### src/rtl/scpad_dram_arbiter.sv
// scpad_dram_arbiter
// Shares one DRAM request/response channel between NUM_BE scratchpad backends.
// Requests are arbitrated into a one-entry output register and tagged with the
// backend index. Per-backend read credits bound outstanding reads. Read
// responses come back through a one-entry response register.
// Optional build macro: SCPAD_DRAM_ARB_FIXED_PRIO_EN selects fixed priority
// (lowest eligible index wins) instead of round-robin.
module scpad_dram_arbiter #(
    parameter int NUM_BE    = 2,
    parameter int ID_W      = 8,
    parameter int ADDR_W    = 32,
    parameter int DATA_W    = 128,
    parameter int MASK_W    = 4,
    parameter int MAX_OUTST = 8,
    localparam int TAG_W    = $clog2(NUM_BE)
) (
    input  logic                     clk,
    input  logic                     rst,
    input  logic [NUM_BE-1:0]        be_req_valid,
    input  logic [NUM_BE-1:0]        be_req_write,
    input  logic [NUM_BE*ID_W-1:0]   be_req_id,
    input  logic [NUM_BE*ADDR_W-1:0] be_req_addr,
    input  logic [NUM_BE*MASK_W-1:0] be_req_mask,
    input  logic [NUM_BE*DATA_W-1:0] be_req_wdata,
    output logic [NUM_BE-1:0]        be_req_stall,
    output logic [NUM_BE-1:0]        be_res_valid,
    output logic [ID_W-1:0]          be_res_id,
    output logic [DATA_W-1:0]        be_res_rdata,
    input  logic [NUM_BE-1:0]        be_res_stall,
    output logic                     dram_req_valid,
    input  logic                     dram_req_ready,
    output logic                     dram_req_write,
    output logic [ADDR_W-1:0]        dram_req_addr,
    output logic [MASK_W-1:0]        dram_req_mask,
    output logic [DATA_W-1:0]        dram_req_wdata,
    output logic [TAG_W+ID_W-1:0]    dram_req_id,
    input  logic                     dram_res_valid,
    input  logic [TAG_W+ID_W-1:0]    dram_res_id,
    input  logic [DATA_W-1:0]        dram_res_rdata,
    output logic                     dram_res_ready
);

    // Credits are 8 bits wide; the outstanding limit never exceeds 255.
    localparam logic [7:0] MAX_CRED = 8'(MAX_OUTST);

    typedef enum logic {
        ST_EMPTY = 1'b0,
        ST_FULL  = 1'b1
    } req_state_t;

    req_state_t                r_state;
    req_state_t                w_state_next;
    logic [TAG_W-1:0]          r_rr_ptr;
    logic [NUM_BE-1:0][7:0]    r_credit;

    logic                      r_req_write;
    logic [ADDR_W-1:0]         r_req_addr;
    logic [MASK_W-1:0]         r_req_mask;
    logic [DATA_W-1:0]         r_req_wdata;
    logic [TAG_W+ID_W-1:0]     r_req_id;

    logic                      r_resp_full;
    logic [TAG_W-1:0]          r_resp_tag;
    logic [ID_W-1:0]           r_resp_id;
    logic [DATA_W-1:0]         r_resp_data;

    logic [NUM_BE-1:0]         w_elig;
    logic [NUM_BE-1:0]         w_cred_inc;
    logic [NUM_BE-1:0]         w_cred_dec;
    logic                      w_grant_valid;
    logic [TAG_W-1:0]          w_grant;
    logic                      w_load;
    logic [TAG_W-1:0]          w_res_tag;
    logic                      w_resp_load;
    logic                      w_resp_drain;

    logic [ID_W-1:0]           w_id_arr    [NUM_BE];
    logic [ADDR_W-1:0]         w_addr_arr  [NUM_BE];
    logic [MASK_W-1:0]         w_mask_arr  [NUM_BE];
    logic [DATA_W-1:0]         w_wdata_arr [NUM_BE];

    // Per-backend slicing, eligibility, credit events, stall and response valid.
    generate
        for (genvar gi = 0; gi < NUM_BE; gi++) begin : g_be
            assign w_id_arr[gi]    = be_req_id[gi*ID_W +: ID_W];
            assign w_addr_arr[gi]  = be_req_addr[gi*ADDR_W +: ADDR_W];
            assign w_mask_arr[gi]  = be_req_mask[gi*MASK_W +: MASK_W];
            assign w_wdata_arr[gi] = be_req_wdata[gi*DATA_W +: DATA_W];
            assign w_elig[gi]      = be_req_valid[gi] &&
                                     (be_req_write[gi] || (r_credit[gi] < MAX_CRED));
            assign be_req_stall[gi] = !(w_load && (w_grant == TAG_W'(gi)));
            assign w_cred_inc[gi]  = w_load && (w_grant == TAG_W'(gi)) && !be_req_write[gi];
            assign w_cred_dec[gi]  = w_resp_load && (w_res_tag == TAG_W'(gi));
            assign be_res_valid[gi] = r_resp_full && (r_resp_tag == TAG_W'(gi));
        end
    endgenerate

    // Grant search: first eligible index at or after rr_ptr, wrapping. Scanning
    // from the far end lets the nearest hit overwrite earlier ones.
    always_comb begin
        w_grant_valid = 1'b0;
        w_grant       = '0;
        for (int k = NUM_BE - 1; k >= 0; k--) begin
            if (w_elig[r_rr_ptr + TAG_W'(k)]) begin
                w_grant_valid = 1'b1;
                w_grant       = r_rr_ptr + TAG_W'(k);
            end
        end
    end

    assign w_load = w_grant_valid && ((r_state == ST_EMPTY) || dram_req_ready);

    // Output register occupancy: next-state decision.
    always_comb begin
        w_state_next = r_state;
        case (r_state)
            ST_EMPTY: if (w_load) w_state_next = ST_FULL;
            ST_FULL:  if (dram_req_ready && !w_load) w_state_next = ST_EMPTY;
            default:  w_state_next = ST_EMPTY;
        endcase
    end

    // Output register occupancy: state register.
    always_ff @(posedge clk or posedge rst) begin
        if (rst) r_state <= ST_EMPTY;
        else     r_state <= w_state_next;
    end

    // Round-robin pointer moves past the winner; pinned at 0 for fixed priority.
    always_ff @(posedge clk or posedge rst) begin
        if (rst) begin
            r_rr_ptr <= '0;
        end else if (w_load) begin
`ifdef SCPAD_DRAM_ARB_FIXED_PRIO_EN
            r_rr_ptr <= '0;
`else
            r_rr_ptr <= w_grant + TAG_W'(1);
`endif
        end
    end

    // Request payload captured on load; held while the DRAM side is not ready.
    always_ff @(posedge clk or posedge rst) begin
        if (rst) begin
            r_req_write <= 1'b0;
            r_req_addr  <= '0;
            r_req_mask  <= '0;
            r_req_wdata <= '0;
            r_req_id    <= '0;
        end else if (w_load) begin
            r_req_write <= be_req_write[w_grant];
            r_req_addr  <= w_addr_arr[w_grant];
            r_req_mask  <= w_mask_arr[w_grant];
            r_req_wdata <= w_wdata_arr[w_grant];
            r_req_id    <= {w_grant, w_id_arr[w_grant]};
        end
    end

    assign dram_req_valid = (r_state == ST_FULL);
    assign dram_req_write = r_req_write;
    assign dram_req_addr  = r_req_addr;
    assign dram_req_mask  = r_req_mask;
    assign dram_req_wdata = r_req_wdata;
    assign dram_req_id    = r_req_id;

    // Read credits: simultaneous issue and return cancel; saturate at both ends
    // so an unexpected response leaves the counter at zero.
    always_ff @(posedge clk or posedge rst) begin
        if (rst) begin
            r_credit <= '0;
        end else begin
            for (int i = 0; i < NUM_BE; i++) begin
                if (w_cred_inc[i] && !w_cred_dec[i]) begin
                    if (r_credit[i] != MAX_CRED) r_credit[i] <= r_credit[i] + 8'd1;
                end else if (!w_cred_inc[i] && w_cred_dec[i]) begin
                    if (r_credit[i] != 8'd0) r_credit[i] <= r_credit[i] - 8'd1;
                end
            end
        end
    end

    assign w_res_tag      = dram_res_id[ID_W +: TAG_W];
    assign w_resp_drain   = r_resp_full && !be_res_stall[r_resp_tag];
    assign dram_res_ready = !r_resp_full || !be_res_stall[r_resp_tag];
    assign w_resp_load    = dram_res_valid && dram_res_ready;

    // Response register: reload takes priority over drain so both can happen
    // in one cycle.
    always_ff @(posedge clk or posedge rst) begin
        if (rst) begin
            r_resp_full <= 1'b0;
            r_resp_tag  <= '0;
            r_resp_id   <= '0;
            r_resp_data <= '0;
        end else if (w_resp_load) begin
            r_resp_full <= 1'b1;
            r_resp_tag  <= w_res_tag;
            r_resp_id   <= dram_res_id[ID_W-1:0];
            r_resp_data <= dram_res_rdata;
        end else if (w_resp_drain) begin
            r_resp_full <= 1'b0;
        end
    end

    assign be_res_id    = r_resp_id;
    assign be_res_rdata = r_resp_data;

endmodule

### config.mk
export PLATFORM = sky130hd
export DESIGN_NAME = scpad_dram_arbiter
export DESIGN_NICKNAME = d
export VERILOG_FILES = /design/src/rtl/scpad_dram_arbiter.sv
export SDC_FILE = /design/constraint.sdc
export NUM_CORES = 1
export LEC_CHECK = 0
export CORE_AREA = 2 2 315 317
export DETAILED_ROUTE_END_ITERATION = 12
export DIE_AREA = 0 0 317 319
export PLACE_DENSITY_LB_ADDON = 0.3
export SLEW_MARGIN = 0
export SYNTH_ARGS = -nofsm -noshare
export SYNTH_HDL_FRONTEND = slang
export SYNTH_SLANG_ARGS = --single-unit
### constraint.sdc
create_clock -name clk -period 24.1 [get_ports clk]
set_clock_uncertainty 0.2 [all_clocks]
set_input_delay 4.82 -clock clk [delete_from_list [all_inputs] [get_ports clk]]
set_output_delay 4.82 -clock clk [all_outputs]
set_load 0.02 [all_outputs]
==> flow_summary.toml <==
[final_layout]
mostFrequentLayoutCell = "clkdlybuf4s50_1"
drive_above_1_share_pct = 6.44
fin_util_pct = 25.5
nets = 2312
area_growth_pct = 75.8
layout_common_cells = "clkdlybuf4s50_1, dfrtp_1, a221o_1, a21boi_0, mux2_1"
final_cell_area_um2 = 24900

[timing]
worst_pin_slew_ns = 1.11
max_freq_mhz = 82.9
period_minus_slack_ns = 12.07
max_slew_margin_pct = 26.1
period_share_pct = 50.1
setup_ws_ns = 12.03
rsz0062_at_grt = "no"
hold_viol = 0
slew_violations = 0
setup_tns_ns = 0
setup_viol = 0
whs_ns = 0.280

[cts]
clock-sinks = 330
postCtsHoldBufs = 0
clockBufferDepth = 3
cts_setup_buffers = 0
h-tree-depth = 2
clk_pin_slew_ns = 0.05
cts_made_buffers = 43
cts_resized = 0
cts_tree = "yes"
clk_latency_ns = 0.58
cts-root-buf = "clkbuf_16"

[detailed_routing]
vias = 12400
wire_per_inst_um = 20.5
drc = 0
firstDrtPassIters = 7
dr.first_iter.drc_count = 605
vias_per_cell = 3.96
ant_nets = 0
routed_wl_um = 64100

[floorplanning]
die_w_um = 317
core_um2 = 97700
start_util_pct = 14.5
fp.dieH_um = 319
dieArea_um2 = 101000
rows = 115
io_pins = 807

[place]
hpwl_um = 47400
routabilityCongestion = 0.822
io_buffers = 806
place_area_um2 = 23600
place_ws_ns = 12.02

[global_routing]
grt_util_all_layers_pct = 12.0
top_usage_layer = "met2"
grtUsageMet2_pct = 20.9
grt_pass1_vias = 13500
grt_pass1_wl_um = 90800
grtUsageMet1_pct = 13.2
grtUsageMet3_pct = 4.34
antenna_found_initial = 13
grt_max_degree = 133
grt-ovfl-total = 0

[logic_synthesis]
synth_edf_count = 0
synth_flop_cell = "dfrtp_1"
synth_area_per_cell_um2 = 13.7
synth.cell_area_um2 = 14200
syn_inst = 1032
synth.net_count = 1539
yosysUniqueCellTypes = 38
ys_seq_elements = 330
yosysWarnings = 0
async_flop_share_pct = 100
ys_seq_area_share_pct = 58.2

[critical_path]
worstSetupEndpointType = "primary output"
cp_max_fo = 50
critPathLaunchType = "input port"
worst_r2r_startpoint = "r_credit[12]"
required_ns = 19.08
critPathLaunch = "be_req_write[0]"
critical_path_class = "in -> out"
arrival_ns = 7.05

[flow_run]
cap_violations = 0

[power_and_ir_drop]
p_leak_nw = 9.72
ir_worst_vdd_mv = 0.0459
powerDensity_nw_per_um2 = 99.2

[run_status]
outcome = "finished, final reports clean"

[min_path]
hold_path.class = "reg -> reg"
worstHoldStart = "dram_req_id[8]"
area by class of cell:
class | instances | area [um^2]
fillers | 10200 | 72800
flip-flops and latches | 330 | 8260
repair buffers | 820 | 8190
multi-input cells | 600 | 5510
well taps | 1287 | 1610
clock buffers | 61 | 1190
clock inverters | 12 | 108
inverters | 10 | 45.0
diodes | 7 | 17.5
metal layers:
metal	up-vias	routed length, um
met5	-	41
met4	6	2160
met3	101	6390
met2	597	31400
met1	6144	24100
li1	5544	-
report_power, final:
| part | switching [mW] | internal (mW) | total, mW |
|---|---|---|---|
| clock network | 0.264 | 0.346 | 0.609 |
| registers | 0.103 | 0.722 | 0.825 |
| logic | 0.508 | 0.530 | 1.04 |
| total | 0.875 | 1.60 | 2.47 |
kinds of logic after synthesis:
logic type,count (synthesis),synth area share (%)
buf+inv,102,3.16
flops,330,58.2
fa+ha+maj,16,1.52
xor+xnor,14,0.865
mux,145,11.5
compound gates,388,23.3
simple gates,37,1.40
state kept, by name, indices dropped and copies added (netlist names):
register	count
dram_req_addr	32
dram_req_write	1
dram_req_valid	1
r_resp_full	1
be_res_rdata	128
r_rr_ptr	1
dram_req_id	9
r_resp_tag	1
dram_req_mask	4
r_credit	16
be_res_id	8
dram_req_wdata	128
per-stage QoR:
| step | cells | total power [mW] |
|---|---|---|
| 4_1_cts | 3120 | 2.51 |
| 3_3_place_gp | 3047 | 1.86 |
| 6_report | 3127 | 2.47 |
| 5_1_grt | 3126 | 2.61 |
| 2_1_floorplan | 1032 | 1.34 |
| 3_5_place_dp | 3047 | 1.87 |
cell usage after synthesis (2+ instances only):
cell      number  area, um^2
dfrtp_1      330        8260
a221o_1      173        1730
a21boi_0     163        1220
mux2_1       116        1310
buf_2         52         260
clkbuf_1      37         139
mux2_2        29         327
ha_1          14         175
nand2_1       13        48.8
a21oi_1       12        60.1
xnor2_1       12         105
a21boi_1      10        75.1
a21o_1         8        60.1
inv_1          5        18.8
nor2_1         5        18.8
a31oi_1        4        25.0
inv_2          4        15.0
nand2b_1       4        25.0
nor3_1         4        20.0
o21ai_0        4        20.0
buf_1          3        11.3
o21ai_1        3        15.0
a211oi_1       2        15.0
a31o_2         2        17.5
and2_1         2        12.5
fa_1           2        40.0
nand3_1        2        10.0
nand4_1        2        12.5
nor2b_1        2        12.5
nor4_2         2        25.0
o21a_1         2        15.0
o21bai_1       2        15.0
xor2_1         2        17.5
critical path, stage by stage:
cell,delay [ns]
clkdlybuf4s50_1,0.46
a21oi_1,0.30
nand2b_4,0.22
o211a_4,0.60
inv_2,0.07
clkdlybuf4s50_1,0.56
worst paths after layout:
path	endpoint	slack [ns]	depth (start not counted)
worst max-delay path	be_req_stall[1]	12.03	6
worst min-delay path	dram_req_id[8]	0.28	1
worst max register to register	r_credit[14]	19.86	14
worst min register to register	dram_req_id[8]	0.28	1
max in group asynchronous	dram_req_wdata[105]	17.07	4
min in group asynchronous	be_res_rdata[10]	4.47	2
No activity file was read; power rests on OpenSTA's default activity.
==> variant 1 (same flow settings) <==
The parameter `ID_W` goes from 8 to 12.
--- a/src/rtl/scpad_dram_arbiter.sv
+++ b/src/rtl/scpad_dram_arbiter.sv
@@ -7,7 +7,7 @@
 // (lowest eligible index wins) instead of round-robin.
 module scpad_dram_arbiter #(
     parameter int NUM_BE    = 2,
-    parameter int ID_W      = 8,
+    parameter int ID_W      = 12,
     parameter int ADDR_W    = 32,
     parameter int DATA_W    = 128,
     parameter int MASK_W    = 4,
Interface: changed (resized be_req_id, be_res_id, dram_req_id and dram_res_id); port bits go from 807 to 827. No check against the original RTL was run, so the function may have changed too.
==> variant 1 against the unedited design <==
  * Critical path depth decreased by 1
  * Power is 4.3% higher
  * Die area is the same
  * Area after synthesis grew 2.2%
  * Wire length rose by 0.55%
  * Worst setup slack lost 0.50 ns
  * Register-to-register slack got worse by 0.41 ns
  * Final area up 2.4%
  * Sequential cell count increased by 8
  * Critical endpoint unchanged
  * Highest routed layer is now met4
==> variant 1: results (changes against the unedited design) <==
| Metric | Value |
|---|---|
| Max VDD drop | `0.0425 mV (-7.3%)` |
| R2R Setup Slk | `19.45 ns (-0.41 ns)` |
| Routing usage on met1 | `13.5% (+0.30 points)` |
| Placed cell count | `3087 (+1.3%)` |
| Fin nets | `2364 (+2.2%)` |
| Leakage | `9.96 nW (+2.5%)` |
| Final hold slack | `0.282 ns (+0.00133 ns)` |
| Synth Area in XOR/XNOR | `0.967% (+0.10 points)` |
| Worst slew pin tran | `1.13 ns (+0.0267 ns)` |
| Post-Route WL | `64.5 mm (+0.55%)` |
| Ranking of synthesized cells by area | `dfrtp_1 (58%), a221o_1 (12%), mux2_2 (11%)` |
| Fillcell total | `10.1k (-0.64%)` |
| Vias in the first global route | `13.7k (+1.4%)` |
| Register area share after synthesis | `58.3% (+0.11 points)` |
| Crit. Startpoint | `dram_req_ready` |
| Vias | `12.6k (+1.7%)` |
| PnR Total Power | `2.58 mW (+4.3%)` |
| First-pass GRT wire length | `91.4 mm (+0.64%)` |
| Comb pwr share | `41.4% (-0.6 points)` |
| Hold Crit Start | `r_credit[15]` |
| CP arrival | `7.54 ns (+0.49 ns)` |
| Clk. pwr | `0.658 mW (+8.0%)` |
| Number of iterations in the first detailed-routing pass | `4 (-3)` |
| Mux contribution to synthesized area | `11.4% (-0.095 points)` |
| Initial drt markers | `635 (+5.0%)` |
| Synth Net Count | `1573 (+2.2%)` |
| Grt met2 use | `21.3% (+0.39 points)` |
| Mapped Cells | `1054 (+2.1%)` |
| Share of cells above drive strength 1 | `12.6% (+6.1 points)` |
| Clk Latency, worst-skew pair | `0.60 ns (+0.02 ns)` |
| Synth Area in Adders | `1.48% (-0.033 points)` |
| # port buffers | `826 (+2.5%)` |
| Outcome | `finished clean` |
| Sw Share | `35.0% (-0.38 points)` |
| Synth Area in Compound Gates | `23.4% (+0.028 points)` |
| RePlAce Congestion | `0.806 (-2.0%)` |
| GRT Util Overall | `12.0% (+0.020 points)` |
variant 1: cell count changes in the layout (fill, tap and decap cells not counted), moves of 8 or more:
cell,delta
mux2_2,+118
mux2_1,-116
clkdlybuf4s50_1,+20
a21boi_0,+14
a21boi_1,-10
dfrtp_1,+8
variant 1: metrics by stage:
stage | cell area [um2] | setup WS [ns]
2_1_floorplan | 14500 | 9.71
6_report | 25500 | 11.54
3_5_place_dp | 24100 | 11.44
5_1_grt | 25500 | 11.28
3_3_place_gp | 24100 | 11.50
4_1_cts | 25500 | 11.44
variant 1: area by class of cell:
cell class                 instances  share of cell area, %
clock buffer                      62                   4.77
tap                             1287                   6.31
inverter                          10                  0.176
clock inverter                    14                  0.755
antenna                            5                 0.0490
timing repair buffer             840                   32.8
sequential                       338                   33.1
multi-input combinational        612                   22.0
variant 1: routing by layer:
metal / up-vias / routed length (um)
met3: 74 / 5590
met1: 6331 / 25100
li1: 5669 / -
met5: - / 0
met2: 527 / 32300
met4: 0 / 1470
==> variant 2 (same flow settings) <==
Without the edit above. Make the reset (`rst`) synchronous in 5 clocked blocks.
--- a/src/rtl/scpad_dram_arbiter.sv
+++ b/src/rtl/scpad_dram_arbiter.sv
@@ -121,13 +121,13 @@
     end
 
     // Output register occupancy: state register.
-    always_ff @(posedge clk or posedge rst) begin
+    always_ff @(posedge clk) begin
         if (rst) r_state <= ST_EMPTY;
         else     r_state <= w_state_next;
     end
 
     // Round-robin pointer moves past the winner; pinned at 0 for fixed priority.
-    always_ff @(posedge clk or posedge rst) begin
+    always_ff @(posedge clk) begin
         if (rst) begin
             r_rr_ptr <= '0;
         end else if (w_load) begin
@@ -140,7 +140,7 @@
     end
 
     // Request payload captured on load; held while the DRAM side is not ready.
-    always_ff @(posedge clk or posedge rst) begin
+    always_ff @(posedge clk) begin
         if (rst) begin
             r_req_write <= 1'b0;
             r_req_addr  <= '0;
@@ -165,7 +165,7 @@
 
     // Read credits: simultaneous issue and return cancel; saturate at both ends
     // so an unexpected response leaves the counter at zero.
-    always_ff @(posedge clk or posedge rst) begin
+    always_ff @(posedge clk) begin
         if (rst) begin
             r_credit <= '0;
         end else begin
@@ -186,7 +186,7 @@
 
     // Response register: reload takes priority over drain so both can happen
     // in one cycle.
-    always_ff @(posedge clk or posedge rst) begin
+    always_ff @(posedge clk) begin
         if (rst) begin
             r_resp_full <= 1'b0;
             r_resp_tag  <= '0;
Function: differs if rst is asserted again (counterexample within 4 cycles, from zero or initial values and one cycle with rst high); with rst held inactive, the same outputs for 4 cycles.
==> variant 2 against the unedited design <==
  * Area after synthesis shrank 3.1%
  * Via count rose by 17%
  * Wire length is 11% higher
  * Final area is 2.1% lower
  * Sequential power is 9.5% lower
  * Worst setup slack improved by 0.094 ns
  * Count of clock-buffer cells in the layout up 6
  * Die area unchanged
  * Clock power rose by 9.7%
  * Power down 8.6%
  * Largest power group unchanged
  * Sequential cell count stayed put
==> variant 2: results (changes against the unedited design) <==
| Metric | Value |
|---|---|
| Outcome | `finished clean` |
| DP Wirelength | `50.7 mm (+7.0%)` |
| Fin nets | `2795 (+21%)` |
| Vias | `14.5k (+17%)` |
| Synth Net Count | `2073 (+35%)` |
| Ranking of synthesized cells by area | `dfxtp_1 (48%), a221o_1 (13%), a21oi_1 (12%)` |
| Hold Crit Start | `be_res_rdata[50]` |
| Initial drt markers | `842 (+39%)` |
| Placed cell count | `3530 (+16%)` |
| Worst hold path class | `reg -> reg` |
| Leakage | `8.68 nW (-11%)` |
| Post-CTS Setup Inserts | `0 (unchanged)` |
| Post-Place Worst Slack | `12.09 ns (+0.0712 ns)` |
| Max VDD drop | `0.0465 mV (+1.2%)` |
| CTS H-tree depth | `2 (unchanged)` |
| Post-Route WL | `71.5 mm (+11%)` |
| ANT nets after route | `0 (unchanged)` |
| CTS root buf | `clkbuf_16` |
| Synth warn | `0 (unchanged)` |
| CP Max Fanout | `37 (-26%)` |
| GRT Util Overall | `13.3% (+1.3 points)` |
| First-pass GRT wire length | `101 mm (+11%)` |
| Crit. Startpoint | `dram_req_ready` |
| Worst slew pin tran | `1.02 ns (-0.0918 ns)` |
| Clk Latency, worst-skew pair | `0.59 ns` |
| Placed cell area | `23000 um2 (-2.7%)` |
| RePlAce Congestion | `0.784 (-4.7%)` |
| CP arrival | `6.95 ns (-0.10 ns)` |
| Number of iterations in the first detailed-routing pass | `5 (-2)` |
| # port buffers | `806 (unchanged)` |
| Post_cts resized | `0 (unchanged)` |
| Reg2reg start | `r_resp_tag` |
| Asr flop ratio synth | `0% (-100 points)` |
| Clk slew on worst S/H paths | `0.05 ns (about the same)` |
| Post-synth cell types | `42 (+11%)` |
| Pin count of the biggest net entering global routing | `175 (+32%)` |
| Commonest cells post-synth | `dfxtp_1 (330), a21oi_1 (329), nand2_1 (291)` |
| Worst-case clock buffer depth | `3 (unchanged)` |
| Register area share after synthesis | `48.1% (-10 points)` |
| Share of cells above drive strength 1 | `4.19% (-2.2 points)` |
| CTS buffer count | `43 (unchanged)` |
| # DRC | `0 (unchanged)` |
| Initial antenna violation count | `5 (-8)` |
| Wire per inst | `19.8 um (-3.3%)` |
| Syn Area/Cell | `8.77 um2 (-36%)` |
==> variant 2: changes by cell type after synthesis, moves of 13 or more <==
cell	before	now
clkbuf_1	37	71
mux2_2	29	3
dfrtp_1	330	0
dfxtp_1	0	330
a21boi_0	163	0
buf_2	52	65
a21oi_1	12	329
nand2b_1	4	175
mux2_1	116	0
nand2_1	13	291
==> variant 2: stage by stage <==
stage	util (%)	power [mW]
after global routing	25.0	2.38
after global placement	23.5	1.62
after CTS	25.0	2.31
final	25.0	2.26
after detailed placement	23.5	1.61
after floorplan	-	1.16
==> variant 2: worst paths after layout <==
kind              slack [ns]          endpoint  cells past startpoint
setup reg to reg       19.72       r_credit[6]                     12
hold / removal          0.25  be_res_rdata[50]                      2
hold reg to reg         0.25  be_res_rdata[50]                      2
setup / recovery       12.13   be_req_stall[1]                      5
==> variant 2: area by class of cell <==
cell class	count	area (um2)
antenna	1	2.50
clock buffer	67	1350
clock inverter	6	83.8
fill	10600	73300
inverter	9	33.8
multi-input combinational	1083	6510
sequential	330	6610
tap	1287	1610
timing repair buffer	821	8200
==> variant 2: routing by layer <==
| metal | global-route usage, % | vias up | wire length [um] |
|---|---|---|---|
| li1 | - | 7027 | - |
| met3 | 5.59 | 109 | 7620 |
| met1 | 15.1 | 6778 | 27800 |
| met5 | 0 | - | 57 |
| met4 | 5.24 | 8 | 2670 |
| met2 | 22.0 | 610 | 33400 |
==> variant 2: power breakdown <==
group / total, mW / switching [mW] / leakage (nW) / internal (mW)
clock: 0.668 / 0.266 / 0.709 / 0.402
sequential: 0.747 / 0.0848 / 2.72 / 0.662
combinational: 0.844 / 0.454 / 5.25 / 0.391
==> variant 2: worst max-delay path, cell delays in order <==
cell	delay, ns
clkdlybuf4s50_1	0.46
nand2b_4	0.41
nand3_1	0.25
or2_2	0.43
clkdlybuf4s50_1	0.57
==> variant 2: cell families (layout without fill, tap and decap cells) <==
family	after synthesis	count (layout)	synth area share, %
AO/OA/AOI/OAI	536	536	26.5
adder cells (fa/ha/maj)	16	16	1.57
multiplexers	3	3	0.246
buffers and inverters	153	903	4.88
flip-flops	330	330	48.1
AND/OR/NAND/NOR	522	522	18.3
XOR/XNOR	6	6	0.382
other	0	1	0
